### src/rtl/ripple_carry_adder_pkg.sv
// Shared arithmetic constants for the ripple-carry adder and the wrappers
// that cascade it into wider sums.
package ripple_carry_adder_pkg;

    // Nibble size shared by every cascaded instance.
    localparam int RCA_DEFAULT_WIDTH = 4;

endpackage

### src/rtl/ripple_carry_adder_full_adder.sv
// Single-bit full adder: one stage of the ripple chain.
module full_adder (
    input  logic a,
    input  logic b,
    input  logic ci,
    output logic s,
    output logic co
);

    logic p;

    assign p  = a ^ b;
    assign s  = p ^ ci;
    assign co = (a & b) | (ci & p);

endmodule

### src/rtl/ripple_carry_adder.sv
// Parameterised ripple-carry adder with carry in/out, signed overflow flag
// and an optional output register stage.
module ripple_carry_adder
    import ripple_carry_adder_pkg::*;
#(
    parameter int WIDTH   = RCA_DEFAULT_WIDTH,
    parameter bit OUT_REG = 1'b0
) (
    input  logic             clk,
    input  logic             rst_n,
    input  logic [WIDTH-1:0] A,
    input  logic [WIDTH-1:0] B,
    input  logic             Cin,
    output logic [WIDTH-1:0] S,
    output logic             Cout,
    output logic             V
);

    logic [WIDTH:0]   c;
    logic [WIDTH-1:0] sum_c;
    logic             cout_c;
    logic             v_c;

    assign c[0] = Cin;

    // Carry ripples strictly stage to stage.
    for (genvar i = 0; i < WIDTH; i++) begin : g_stage
        full_adder u_fa (
            .a  (A[i]),
            .b  (B[i]),
            .ci (c[i]),
            .s  (sum_c[i]),
            .co (c[i+1])
        );
    end

    assign cout_c = c[WIDTH];
    assign v_c    = c[WIDTH] ^ c[WIDTH-1];

    if (OUT_REG) begin : g_out_reg
        always_ff @(posedge clk or negedge rst_n) begin
            if (!rst_n) begin
                S    <= '0;
                Cout <= 1'b0;
                V    <= 1'b0;
            end else begin
                S    <= sum_c;
                Cout <= cout_c;
                V    <= v_c;
            end
        end
    end else begin : g_out_comb
        // Clock and reset are deliberately inert in combinational mode.
        logic unused_clk_rst;
        assign unused_clk_rst = clk ^ rst_n;

        assign S    = sum_c;
        assign Cout = cout_c;
        assign V    = v_c;
    end

endmodule

### config.mk
export PLATFORM = sky130hd
export DESIGN_NAME = ripple_carry_adder
export DESIGN_NICKNAME = d
export VERILOG_FILES = /design/src/rtl/ripple_carry_adder_pkg.sv /design/src/rtl/ripple_carry_adder_full_adder.sv /design/src/rtl/ripple_carry_adder.sv
export SDC_FILE = /design/constraint.sdc
export NUM_CORES = 1
export LEC_CHECK = 0
export BUFFER_PORTS_ARGS = -buffer_cell sky130_fd_sc_hd__buf_4
export CAP_MARGIN = 20
export CORE_AREA = 2 2 39 41
export DETAILED_ROUTE_END_ITERATION = 10
export DIE_AREA = 0 0 41 43
export SLEW_MARGIN = 30
export SYNTH_ARGS = -nofsm -noshare
export SYNTH_HDL_FRONTEND = slang
export SYNTH_SLANG_ARGS = --single-unit
### constraint.sdc
create_clock -name vclk -period 3.35
set_clock_uncertainty 0.1 [all_clocks]
set_input_delay 0.5025 -clock vclk [all_inputs]
set_output_delay 0.5025 -clock vclk [all_outputs]
set_load 0.02 [all_outputs]
==> out/qor.csv, run 1 <==
metric,value,unit
first-pass GRT wire length,483,um
via count,139,
clkbuf count,0,
setup_tns,0,ps
RSZ-0062 raised after global routing,no,
Seq cells,0,
Tcrit/Tclk final,0.890,
worst slew pin tran,138,ps
"Hold-fix buffers, CTS",0,
Via-to-Cell Ratio,3.02,
share of cells above drive strength 1,0.500,
"Seq/Total Area, Yosys",0,
PortBufs,15,
Placer Congestion,0.639,
Slew Limit Fails,0,
ANT cells,0,
Ys Warns,0,
Synth Cell Area,156,sq um
FP Rows,14,
chip width,41,um
gr ovfl total,0,
HPWL Detailed,284,um
Setup-failing EPs final,0,
Hold Path Class,in -> out,
die area,1760,sq um
vias in the first global route,141,
GRT Total Usage,0.0361,
Leak,0.157,nW
VDD IR max,0.0889,mV
Synth cell types,4,
nets@finish,47,
critical path type,in -> out,
initial core utilization,0.113,
"slowest stage delay, CP",400,ps
crit start category,primary input,
Area Growth Syn to Fin,65.6,%
WL/cell,6.17,um
critical path required time,2750,ps
Post-Syn Instances,19,
status,"finished, final reports clean",
relative slew slack,0.907,
Reg area,0,sq um
Buf/Inv on CP,6,
fmax,336,MHz
Post-Syn Nets,34,
DRT antenna net count,0,
cell area after layout,259,sq um
First-pass DRT Iterations,1,
Max Cap Viol,0,
Detailed Route WL,284,um
DRC viols,0,
Die Height,43,um
initial antenna violation count,0,
"Arr. time, crit path",2380,ps
largest net degree at the start of global routing,3,
Tmin final,2980,ps
Crit-path slowest cell,fa_1,
Placed Area,259,sq um
Resized Gates After CTS,0,
drt initial violations,0,
IO Pins,17,
Core Footprint,1380,sq um
critical path endpoint category,output port,
Power Density,236,nW/um^2
Post-CTS Setup Repair Bufs,0,
crit path cell chain,buf_4 -> fa_1 -> inv_1 -> fa_1 -> inv_1 -> fa_1 -> inv_1 -> fa_1 -> inv_1 -> buf_4,
"Avg Cell Area, Syn",8.23,sq um
Top Family by Delay on Critical Path,adder cells,
CP max FO,2,
Final Hold Viols,0,
[kinds of logic (layout without fill, tap and decap cells)]
family | Yosys count | after routing | synth area share
XOR/XNOR | 1 | 1 | 0.0560
adder cells (fa/ha/maj) | 4 | 4 | 0.512
buffers and inverters | 14 | 25 | 0.432
[worst min-delay path: cells and delay by family]
family	cells	cell delay, ps
buffers and inverters	2	210
adder cells (fa/ha/maj)	1	150
[metal layers]
metal	wire length, um	vias up	GRT usage
met2	108	15	0.0719
met4	0	0	0
met1	104	59	0.0418
li1	-	65	-
met5	0	-	0
met3	72	0	0
[Yosys cell counts]
cell type / instances / area share
buf_4: 4 / 0.19
inv_1: 10 / 0.24
fa_1: 4 / 0.51
xnor2_1: 1 / 0.056
[layout by cell type (no fill, tap or decap)]
cell type,Yosys,layout
xnor2_1,1,1
buf_4,4,15
inv_1,10,10
fa_1,4,4
[report_power, final]
group | switching (mW) | internal, mW | total (mW) | leakage [nW]
registers | 0 | 0 | 0 | 0
logic | 0.0316 | 0.0295 | 0.0611 | 0.157
clock network | 0 | 0 | 0 | 0
total | 0.0316 | 0.0295 | 0.0611 | 0.157
[through the flow]
step	utilization	setup WS [ps]	std cells	total power [mW]	hold WS, ps
floorplan	-	559	19	0.0436	1160
global placement	0.187	389	46	0.0604	1270
detailed placement	0.187	356	46	0.0620	1270
CTS	0.187	348	46	0.0623	1270
global route	0.187	259	46	0.0675	1300
finish	0.187	370	46	0.0611	1270
[area by class of cell]
type	instances	area, sq um
timing repair buffer	15	113
multi-input combinational	5	88.8
tap	16	20.0
inverter	10	37.5
fill	163	1120
[worst paths after layout]
check	endpoint	cells past startpoint	startpoint
setup / recovery	S[3]	10	A[0]
hold / removal	S[0]	3	Cin
Note: power is estimated with default switching activity, not from simulation.
==> inputs of run 2 (changes only) <==
--- a/config.mk
+++ b/config.mk
@@ -10,6 +10,7 @@
 export CORE_AREA = 2 2 39 41
 export DETAILED_ROUTE_END_ITERATION = 10
 export DIE_AREA = 0 0 41 43
+export RECOVER_POWER = 50
 export SLEW_MARGIN = 30
 export SYNTH_ARGS = -nofsm -noshare
 export SYNTH_HDL_FRONTEND = slang
==> out/qor.csv, run 2 (synthesis gave the netlist of run 1 again) <==
metric,value,unit,change
first-pass GRT wire length,483,um,unchanged
FP Rows,14,,unchanged
worst hold margin,1360,ps,+86.9 ps
largest net degree at the start of global routing,3,,unchanged
worst slew pin tran,266,ps,+128 ps
relative slew slack,0.823,,-0.0837
share of cells above drive strength 1,0.400,,-0.100
DRC viols,0,,unchanged
Resized Gates After CTS,0,,unchanged
gr ovfl total,0,,unchanged
PortBufs,15,,unchanged
critical path type,in -> out,,
Leak,0.146,nW,-6.9%
Core Footprint,1380,sq um,unchanged
Top Family by Delay on Critical Path,adder cells,,
IO Pins,17,,unchanged
Via-to-Cell Ratio,3.02,,unchanged
Setup-failing EPs final,0,,unchanged
GRT Total Usage,0.0361,,unchanged
FILL cells,169,,+3.7%
critical path required time,2750,ps,about the same
critical path endpoint category,output port,,
Layout Utilization,0.179,,-0.00814
VDD IR max,0.0823,mV,-7.5%
die area,1760,sq um,unchanged
crit start category,primary input,,
crit path cell chain,buf_4 -> fa_1 -> inv_1 -> fa_1 -> inv_1 -> fa_1 -> inv_1 -> fa_1 -> inv_1 -> buf_4,,
ANT cells,0,,unchanged
Slew Limit Fails,0,,unchanged
initial antenna violation count,0,,unchanged
Detailed Route WL,289,um,+1.8%
Post-CTS Setup Repair Bufs,0,,unchanged
HPWL Detailed,284,um,unchanged
via count,139,,unchanged
Area Growth Syn to Fin,58.4,%,
CP max FO,2,,unchanged
Buf/Inv on CP,6,,unchanged
Tcrit/Tclk final,0.890,,about the same
drt initial violations,0,,unchanged
Reg area,0,sq um,unchanged
RSZ-0062 raised after global routing,no,,
Final Hold Viols,0,,unchanged
setup_tns,0,ps,unchanged
"commonest cells after routing, fill and taps aside","buf_4 (12), inv_1 (10), fa_1 (4)",,
initial core utilization,0.113,,unchanged
vias in the first global route,141,,unchanged
fmax,336,MHz,about the same
"Arr. time, crit path",2380,ps,about the same
DRT antenna net count,0,,unchanged
nets@finish,47,,unchanged
Placer Congestion,0.639,,unchanged
Tmin final,2980,ps,+0.0900 ps
Max Cap Viol,0,,unchanged
Hold Path Class,in -> out,,
"Hold-fix buffers, CTS",0,,unchanged
WL/cell,6.28,um,+1.8%
chip width,41,um,unchanged
status,"finished, final reports clean",,
First-pass DRT Iterations,1,,unchanged
"slowest stage delay, CP",400,ps,about the same
Crit-path slowest cell,fa_1,,
Die Height,43,um,unchanged
Power Density,225,nW/um^2,-4.6%
clkbuf count,0,,unchanged
Seq cells,0,,unchanged
"most common cell after layout, fill and taps aside",buf_4,,
run 2: report_power, final:
part	switching [mW]	total, mW	leakage, nW	internal, mW
combinational	0.0317	0.0557	0.146	0.0240
sequential	0	0	0	0
clock	0	0	0	0
run 2: final timing paths:
path,startpoint,to,slack [ps],depth (start not counted)
hold / removal,Cin,S[0],1360,3
setup / recovery,A[0],S[3],370,10
run 2: worst min-delay path: cells and delay by family:
kind / cells / cell delay (ps)
buf+inv: 2 / 310
fa+ha+maj: 1 / 140
run 2: final cells by class:
type	count	area, sq um	share of cell area
inverters	10	37.5	0.152
repair buffers	15	101	0.409
well taps	16	20.0	0.0808
multi-input cells	5	88.8	0.359
run 2: routing by layer:
metal  global-route usage  wire length, um  share of wire  vias to the layer above
li1                     -                -              -                       65
met1               0.0418               93           0.32                       59
met2               0.0719              107           0.37                       15
met3                    0               88           0.30                        0
met4                    0                0              0                        0
met5                    0                0              0                        -
run 2: stage by stage:
stage / power, mW / cells / setup slack [ps] / area (sq um)
2_1_floorplan: 0.0436 / 19 / 559 / 156
3_3_place_gp: 0.0604 / 46 / 389 / 259
3_5_place_dp: 0.0620 / 46 / 356 / 259
4_1_cts: 0.0623 / 46 / 348 / 259
5_1_grt: 0.0628 / 46 / 259 / 248
6_report: 0.0557 / 46 / 370 / 248
==> inputs of run 3 (changes only) <==
--- a/config.mk
+++ b/config.mk
@@ -14,4 +14,5 @@
 export SLEW_MARGIN = 30
 export SYNTH_ARGS = -nofsm -noshare
 export SYNTH_HDL_FRONTEND = slang
+export SYNTH_HIERARCHICAL = 1
 export SYNTH_SLANG_ARGS = --single-unit
==> out/qor.csv, run 3 <==
metric,value,unit,change
simple-gate share of the synthesized area,0,,unchanged
Flop pwr share,0,,unchanged
critical path required time,2750,ps,about the same
RSZ-0062 raised after global routing,no,,
GRT Total Usage,0.0321,,-0.00405
VDD IR max,0.0988,mV,+20%
xor-xnor portion of the synthesized cell area,0.0986,,+0.0426
Detailed Route WL,301,um,+4.2%
Cells after DPL,36,,-22%
"Hold-fix buffers, CTS",0,,unchanged
fmax,309,MHz,-7.8%
status,"finished, final reports clean",,
DRT antenna net count,0,,unchanged
Final Hold Viols,0,,unchanged
Ys Warns,6,,+6
clkbuf count,0,,unchanged
Total Power,0.0523,mW,-6.2%
critical path endpoint category,output port,,
die area,1760,sq um,unchanged
"commonest cells after routing, fill and taps aside","buf_4 (12), fa_1 (4), clkbuf_1 (3)",,
Synth cell types,2,,-2
IO Pins,17,,unchanged
initial antenna violation count,0,,unchanged
DRC viols,0,,unchanged
top post-synthesis cells by area,"fa_1 (90%), xor2_1 (9.9%)",,
setup_tns,0,ps,unchanged
Setup-failing EPs final,0,,unchanged
Post-CTS Setup Repair Bufs,0,,unchanged
Placer Congestion,0.609,,-4.7%
Power Density,249,nW/um^2,+10%
post-synthesis mux area share,0,,unchanged
post-synth top area cell,fa_1,,
Post-Syn Nets,20,,-41%
HPWL Detailed,297,um,+4.6%
area share of fa/ha/maj cells after synthesis,0.901,,+0.389
CP max FO,2,,unchanged
PortBufs,15,,unchanged
Tmin final,3230,ps,+253 ps
Area Growth Syn to Fin,137,%,
WL/cell,8.36,um,+33%
Slew Limit Fails,0,,unchanged
relative slew slack,0.819,,-0.00433
post-route insts no fill,36,,-22%
switch share,0.570,,+0.00111
share of cells above drive strength 1,0.600,,+0.200
via count,102,,-27%
FP Rows,14,,unchanged
critical path type,in -> out,,
vias in the first global route,94,,-33%
Max Cap Viol,0,,unchanged
NetSw,0.0298,mW,-6.1%
Die Height,43,um,unchanged
largest family of logic cells by synthesized area,adder cells,,
Via-to-Cell Ratio,2.83,,-6.2%
First-pass DRT Iterations,1,,unchanged
Commonest cells post-synth,"fa_1 (4), xor2_1 (1)",,
"Avg Cell Area, Syn",17.8,sq um,+120%
Resized Gates After CTS,0,,unchanged
worst slew pin tran,273,ps,+6.52 ps
compound-gate portion of the synthesized area,0,,unchanged
nets@finish,37,,-21%
Hold Path Class,in -> out,,
Seq cells,0,,unchanged
power share of the clock group,0,,unchanged
"Arr. time, crit path",2630,ps,+250 ps
drt initial violations,0,,unchanged
Tcrit/Tclk final,0.965,,+0.0754
largest net degree at the start of global routing,3,,unchanged
combinational power share,1.000,,about the same
"Seq/Total Area, Yosys",0,,unchanged
initial core utilization,0.0642,,-0.0488
gr ovfl total,0,,unchanged
first-pass GRT wire length,386,um,-20%
crit start category,primary input,,
Synth Cell Area,88.8,sq um,-43%
"most common cell after layout, fill and taps aside",buf_4,,
Core Footprint,1380,sq um,unchanged
chip width,41,um,unchanged
top-count cell post-synth,fa_1,,
Leak,0.0947,nW,-35%
Power Internal,0.0225,mW,-6.5%
top cell type's share of synthesized area,0.901,,+0.389
ANT cells,0,,unchanged
Post-Syn Instances,5,,-14
Reg area,0,sq um,unchanged
## run 3: changes by cell type in the layout (fill, tap and decap cells not counted), sizes merged
cell | before | now
inv | 10 | 0
xnor2 | 1 | 0
xor2 | 0 | 1
## run 3: worst paths after layout
kind | endpoint | cells after the start | from | slack [ps]
setup / recovery | V | 7 | A[0] | 120
hold / removal | S[3] | 3 | B[3] | 1260
## run 3: power groups by stage
stage	clock, mW	combinational [mW]	sequential, mW
3_3_place_gp	0	0.0582	0
5_1_grt	0	0.0583	0
3_5_place_dp	0	0.0585	0
4_1_cts	0	0.0586	0
6_report	0	0.0523	0
2_1_floorplan	0	0.0323	0
## run 3: cell families after synthesis
logic type               after synthesis
XOR/XNOR                               1
adder cells (fa/ha/maj)                4
## run 3: layer usage
layer | vias to the layer above | global-route usage | share of wire
li1 | 45 | - | -
met1 | 42 | 0.0577 | 0.44
met2 | 15 | 0.0313 | 0.19
met3 | 0 | 0.0209 | 0.37
met4 | 0 | 0 | 0
met5 | - | 0 | 0
## run 3: cell type report
type,count,area [sq um]
repair buffers,15,101
well taps,16,20.0
multi-input cells,5,88.8
fillers,159,1170
## run 3: critical path, stage by stage
cell	delay, ps
buf_4	110
fa_1	430
fa_1	380
fa_1	440
fa_1	440
xor2_1	160
buf_4	160
## run 3: per-stage QoR
stage	util	cell area (sq um)	hold WS [ps]	setup slack [ps]
global route	0.152	210	1300	21.0
finish	0.152	210	1260	117
CTS	0.160	221	1270	92.9
global placement	0.160	221	1260	107
detailed placement	0.160	221	1270	97.8
floorplan	-	88.8	1160	125
